**src/rtl/regfile_mp.sv**
```systemverilog
// regfile_mp
// Multi-port integer register file with a write-back scoreboard.
//   NRD combinational read ports, NWR synchronous write ports, register 0
//   hardwired to zero, optional write-to-read bypass, and one busy bit per
//   register used by a pipelined core to detect RAW hazards.
// Ports:
//   clk, reset_n            clock (rising edge), async active-low reset
//   wr_en/wr_addr/wr_data   NWR write ports, port k in slice k (packed)
//   rd_addr -> rd_data      NRD read ports, combinational
//   rd_busy                 busy flag of each read-addressed register
//   sb_set_en/sb_set_addr   mark a register busy (instruction issued)
//   busy_vec                registered busy flags, bit i = register i
module regfile_mp #(
  parameter int XLEN   = 32,
  parameter int NREGS  = 32,
  parameter int NRD    = 2,
  parameter int NWR    = 2,
  parameter int BYPASS = 1,
  localparam int AW    = $clog2(NREGS)
) (
  input  logic                clk,
  input  logic                reset_n,
  input  logic [NWR-1:0]      wr_en,
  input  logic [NWR*AW-1:0]   wr_addr,
  input  logic [NWR*XLEN-1:0] wr_data,
  input  logic [NRD*AW-1:0]   rd_addr,
  output logic [NRD*XLEN-1:0] rd_data,
  output logic [NRD-1:0]      rd_busy,
  input  logic                sb_set_en,
  input  logic [AW-1:0]       sb_set_addr,
  output logic [NREGS-1:0]    busy_vec
);

  logic [XLEN-1:0]  r_regs [NREGS];
  logic [NREGS-1:0] r_busy;
  logic [NREGS-1:0] w_busy_next;
  logic [NWR-1:0]   w_wr_valid;

  // A write to address 0 is not a write at all: it neither stores nor
  // clears busy, and never bypasses.
  genvar gi;
  generate
    for (gi = 0; gi < NWR; gi++) begin : g_wr_valid
      assign w_wr_valid[gi] = wr_en[gi] && (wr_addr[gi*AW +: AW] != '0);
    end
  endgenerate

  // Retiring writes clear busy first; an issue to the same register in the
  // same cycle is applied afterwards so the newer producer stays tracked.
  always_comb begin
    w_busy_next = r_busy;
    for (int k = 0; k < NWR; k++) begin
      if (w_wr_valid[k]) begin
        w_busy_next[wr_addr[k*AW +: AW]] = 1'b0;
      end
    end
    if (sb_set_en && (sb_set_addr != '0)) begin
      w_busy_next[sb_set_addr] = 1'b1;
    end
    w_busy_next[0] = 1'b0;
  end

  // Ascending port order means the highest-index port's store lands last.
  // Register 0 is cleared by reset and never written, so it stays zero.
  always_ff @(posedge clk or negedge reset_n) begin
    if (!reset_n) begin
      for (int i = 0; i < NREGS; i++) begin
        r_regs[i] <= '0;
      end
      r_busy <= '0;
    end else begin
      for (int k = 0; k < NWR; k++) begin
        if (w_wr_valid[k]) begin
          r_regs[wr_addr[k*AW +: AW]] <= wr_data[k*XLEN +: XLEN];
        end
      end
      r_busy <= w_busy_next;
    end
  end

  assign busy_vec = r_busy;

  generate
    for (gi = 0; gi < NRD; gi++) begin : g_rd
      logic [AW-1:0]   w_ra;
      logic [XLEN-1:0] w_data;
      logic            w_hit;

      assign w_ra = rd_addr[gi*AW +: AW];

      // Bypass is suppressed while reset is held so reads return zero
      // even when the write inputs are still active.
      always_comb begin
        w_data = r_regs[w_ra];
        w_hit  = 1'b0;
        if ((BYPASS != 0) && reset_n) begin
          for (int k = 0; k < NWR; k++) begin
            if (w_wr_valid[k] && (wr_addr[k*AW +: AW] == w_ra)) begin
              w_data = wr_data[k*XLEN +: XLEN];
              w_hit  = 1'b1;
            end
          end
        end
      end

      assign rd_data[gi*XLEN +: XLEN] = w_data;
      assign rd_busy[gi]              = r_busy[w_ra] & ~w_hit;
    end
  endgenerate

endmodule

```
**config.mk**
```make
export PLATFORM = sky130hd
export DESIGN_NAME = regfile_mp
export DESIGN_NICKNAME = d
export VERILOG_FILES = /design/src/rtl/regfile_mp.sv
export SDC_FILE = /design/constraint.sdc
export NUM_CORES = 2
export LEC_CHECK = 0
export CAP_MARGIN = 20
export CORE_UTILIZATION = 46
export DETAILED_ROUTE_END_ITERATION = 8
export MAX_ROUTING_LAYER = met4
export PLACE_DENSITY = 0.61
export SETUP_SLACK_MARGIN = 0.2
export SLEW_MARGIN = 10
export SYNTH_ARGS = -nofsm -noshare
export SYNTH_HDL_FRONTEND = slang
export SYNTH_SLANG_ARGS = --single-unit
export TNS_END_PERCENT = 10
```
**constraint.sdc**
```tcl
create_clock -name clk -period 3.9 [get_ports clk]
set_input_delay 0.975 -clock clk [delete_from_list [all_inputs] [get_ports clk]]
set_output_delay 0.975 -clock clk [all_outputs]
set_load 0.02 [all_outputs]
```
# Word level (Yosys, flattened, before mapping)
# Index checks and enable logic that the tools add are counted.
[totals]
elab_cells = 118
register_bits = 1055
input_bits = 94
output_inout_bits = 98
[classes]
n_eq_ne = 4
n_reduce_logical = 15
mux = 39
magnitude_cmp = 14
bitwise = 13
[ops]
columns = ["operator", "count"]
rows = [
  ["$bwmux 1024", 2],
  ["$mux 1024", 2],
  ["$mux 32", 15],
  ["$bmux 32 s5", 2],
  ["$demux 32 s5", 2],
  ["$and 32x32->32", 2],
  ["$not 32->32", 2],
  ["$or 32x32->32", 1],
  ["$lt 5x6->1 const B", 5],
  ["$ge 6x6->1 const B", 4],
  ["$not 5->6", 4],
  ["$eq 5x5->1", 4],
  ["$demux 1 s5", 3],
  ["$ge 5x1->1 const B", 3],
  ["$reduce_bool 5->1", 3],
  ["$logic_and 1x1->1", 12],
  ["$lt 6x1->1 const B", 2],
  ["$mux 1", 11],
  ["$bmux 1 s5", 2],
  ["$and 1x1->1", 2],
  ["$not 1->1", 2],
]

# Longest topological paths before layout
[logic_depth]
ltp_word = 11
ltp_mapped = 10

# Worst setup path after synthesis
# Ideal clock, no wire load.
[synth_path]
path_type = "input to output"
from = "in wr_addr[5]"
to = "out rd_data[32]"
n_path_buf = 4
arrival_ps = 2834
setup_slack_ps = 91
t_required_ps = 2925
cell_stages = 9
path_cell_list = "buf_2 > xnor2_1 > nand4_1 > nor4b_1 > buf_2 > o21a_1 > buf_2 > buf_2 > mux2i_1"
[synth_via]
elab_chain_len = 5
word_cells_on_any_way = 6
[synth_rtl]
columns = ["element", "line", "rtl"]
rows = [
  ["from (decl)", "24", "input logic [NWR*AW-1:0] wr_addr,"],
  ["$reduce_bool 5->1", "44", "assign w_wr_valid[gi] = wr_en[gi] && (wr_addr[gi*AW +: AW] != '0);"],
  ["$logic_and 1x1->1", "44", ""],
  ["$logic_and 1x1->1 *", "98", "if (w_wr_valid[k] && (wr_addr[k*AW +: AW] == w_ra)) begin"],
  ["$mux 32 *", "98", ""],
  ["$mux 32 *", "96", "if ((BYPASS != 0) && reset_n) begin"],
  ["to (decl)", "27", "output logic [NRD*XLEN-1:0] rd_data,"],
]
# Every way passes the cells marked *; elsewhere a longest branch is shown, timed or not.

# Final worst setup path
[layout_path]
from = "in rd_addr[0]"
to = "out rd_data[5]"
[layout_via]
elab_chain_len = 7
word_cells_on_any_way = 11
[layout_rtl]
columns = ["element", "line", "rtl"]
rows = [
  ["from (decl)", "26", "input logic [NRD*AW-1:0] rd_addr,"],
  ["$not 5->6 (implied by the code)", "94", "w_data = r_regs[w_ra];"],
  ["$bmux 32 s5", "94", ""],
  ["$mux 32 (implied by the code) (2 in a row)", "94", ""],
  ["$mux 32 (2 in a row)", "98", ""],
  ["$mux 32 *", "96", ""],
]
# Every way passes the cells marked *; elsewhere a longest branch is shown, timed or not. The select of a mux whose other input is x is not followed.

==> metrics.cfg <==
[status]
outcome = finished, violations left
violations = setup timing

[logic_synthesis]
yosysWarnings = 0
syn-num-nets = 6636
synth-edff-count = 0
synth_top_area_cell = dfrtp_1
ys_ff_latch = 1055
yosys.area.top_type_share_pct = 39.4
synthTopCellsByArea = dfrtp_1 (39%), mux2i_1 (20%), mux4_2 (13%), a21oi_1 (5.7%), nor2_1 (3.6%)
postSynthCellCount = 6542
ys.flop_type = dfrtp_1
synth.avg_cell_area_um2 = 10.3
async_reset_ff_share_pct = 100
ys_seq_area_share_pct = 39.4
syn_area_mm2 = 0.0671
synth.distinct_cells = 50

[pwr]
netSwitchingFraction_pct = 32.2
powerDensity_mw_per_mm2 = 480
leakagePower_nw = 36.0
p_total_mw = 39.2
power_frac_comb_pct = 28.6
power.internal_mw = 26.6
switching_power_mw = 12.6
ir_drop_v = 0.000390
p_clk_share_pct = 30.1
seqPwrFrac_pct = 41.3

[critical_path]
critical_path_arrival_ps = 3250
endpoint_kind = primary output
crit_slowest_cell = dlygate4sd2_1
crit_chain = buf_16, buf_4, inv_1, nor2_2, buf_4, a2111oi_0, a211oi_1, buf_4, mux2i_2, dlygate4sd2_1
cp_max_fo = 14
start_kind = primary input
path_buf_inv = 6
cpLargestDelayFamily = buffers and inverters
max_stage_delay_ps = 330
cp_common_cell = buf_4
critPathRequiredTime_ps = 2920
worst-setup-path-type = in2out

[global_routing]
grt_max_degree = 157
grt_overflow = 0
antenna_found_initial = 5
grt_first_pass_wirelength_um = 411000
first_global_vias = 55700
track_usage_pct = 39.9

[timing]
slew_violations = 0
hold_viol = 0
slew-limit-headroom_pct = 29.9
rsz0062_at_grt = true
period_share_pct = 108
holdWs_ps = 397
worst_slack_ps = -330
fmax_ghz = 0.236
finalSetupViolations = 66
period_needed_ps = 4230
skew_ps = 0
worst_pin_slew_ps = 1050

[route]
vias_per_cell = 6.69
detail-route-antenna-nets = 0
vias = 58300
drtIter0Drc = 8246
dr.pass1.iters = 8
routedWlPerCell_um = 33.1
finalWirelength_um = 288000
drc = 0

[placement]
dpl_worst_slack_ps = -1060
place_area_mm2 = 0.0760
portBuffers = 190
dp_hpwl_um = 179000
routabilityCongestion = 0.952

[clocking]
root_buffer = clkbuf_16
cts.sinks = 1055
clock_latency_ps = 750
cts_hold_buf = 0
clk_pin_slew_ps = 60
clk_path_buf_depth = 3
cts_made_buffers = 115
htree_levels = 3
cts_tree = built

[floorplan]
dieHeight_um = 384
start_util_pct = 46.5
dieArea_mm2 = 0.147
ios = 192
core_mm2 = 0.144
fp.dieW_um = 384
placementRows = 139

[finish]
final_area_mm2 = 0.0817
syn2layout_area_growth_pct = 21.8
drive_above_1_share_pct = 25.6
mostFrequentLayoutCells = mux2i_1 (1237), dfrtp_1 (1055), a21oi_1 (768), nor2_1 (625), buf_4 (495)
layout_commonest_cell = mux2i_1
nets = 6812

[min_path]
hold_path.class = reg2reg

[job]
drv_cap = 0

[sequential cells by signal, indices dropped and copies added, names as in the netlist]
register  count
busy_vec     31
r_regs     1024
[power groups by stage]
stage | registers (mW) | clock network, mW | logic (mW)
6_report | 16.2 | 11.8 | 11.2
5_1_grt | 16.5 | 12.2 | 12.0
4_1_cts | 16.0 | 11.8 | 11.0
3_5_place_dp | 16.2 | 0 | 10.8
3_3_place_gp | 16.0 | 0 | 10.5
2_1_floorplan | 15.5 | 0 | 7.33
[through the flow]
stage | setup TNS [ps] | instances | util, %
after floorplan | 0 | 6542 | -
after global placement | -47470 | 8439 | 52.7
after detailed placement | -46710 | 8439 | 52.7
after CTS | -13200 | 8707 | 56.5
after global routing | -17070 | 8716 | 56.7
final | -13360 | 8716 | 56.7
[metal layers]
layer  GRT usage (%)  vias to the layer above  part of all wire, %
met5               -                        -                    0
met4            19.2                        0                  5.6
met3            10.7                      884                   13
met2            55.5                     4217                   42
met1            53.7                    29100                   39
li1                -                    24100                    -
[worst paths after layout]
check	cells past startpoint	end	slack (ps)	from
worst max-delay path	10	rd_data[5]	-330	rd_addr[0]
worst min-delay path	0	r_regs[1004]	400	r_regs[1004]
worst max register to register	2	r_regs[236]	3040	r_regs[236]
worst min register to register	0	r_regs[1004]	400	r_regs[1004]
max in group asynchronous	4	r_regs[961]	1430	reset_n
min in group asynchronous	2	busy_vec[18]	430	reset_n
[cell usage after synthesis, types with 3 or more instances]
cell          n
nor4_1        3
a32o_1       16
nor2b_1      44
a2111oi_0    51
a221o_1       3
nor3_1        8
buf_1        83
a21oi_1     770
nor2_1      645
mux2i_1    1308
o21ai_0     359
nor2_2        7
nand3_1      32
nor4_2        4
nand4_1       6
a211oi_1     65
or2_2         3
o22ai_1      88
xor2_1        8
xnor2_1      12
and2_1       10
buf_2       173
buf_6         3
nand2b_1     18
nand2_1     471
buf_4        37
mux4_2      387
nor3b_1       7
dfrtp_1    1055
o21ai_1      37
a22oi_1     105
mux2_2      136
clkbuf_1    557
or3_1         4
inv_1         5
[final cells by class]
type                       instances  area (um^2)
antenna                            3         7.51
multi-input combinational       4629        38600
fill                           12100        62500
tap                             1903         2380
sequential                      1055        26400
timing repair buffer             912        10300
clock buffer                     168         3390
inverter                           5         18.8
clock inverter                    41          589
[repair_timing]
item                       4_1_cts  5_1_grt
gates cloned                     9        0
gates resized for setup        344       77
buffers inserted                50        6
pin swaps                       39       18
setup endpoints to repair       66       66
[cells by family after synthesis]
family	Yosys count	synth area share, %
mux	1832	34.8
compound gates	1502	12.5
simple gates	1274	7.72
flops	1055	39.4
buf+inv	858	5.36
xor+xnor	20	0.261
other cells	1	0.00559
Power figures use the tool's default switching activity.
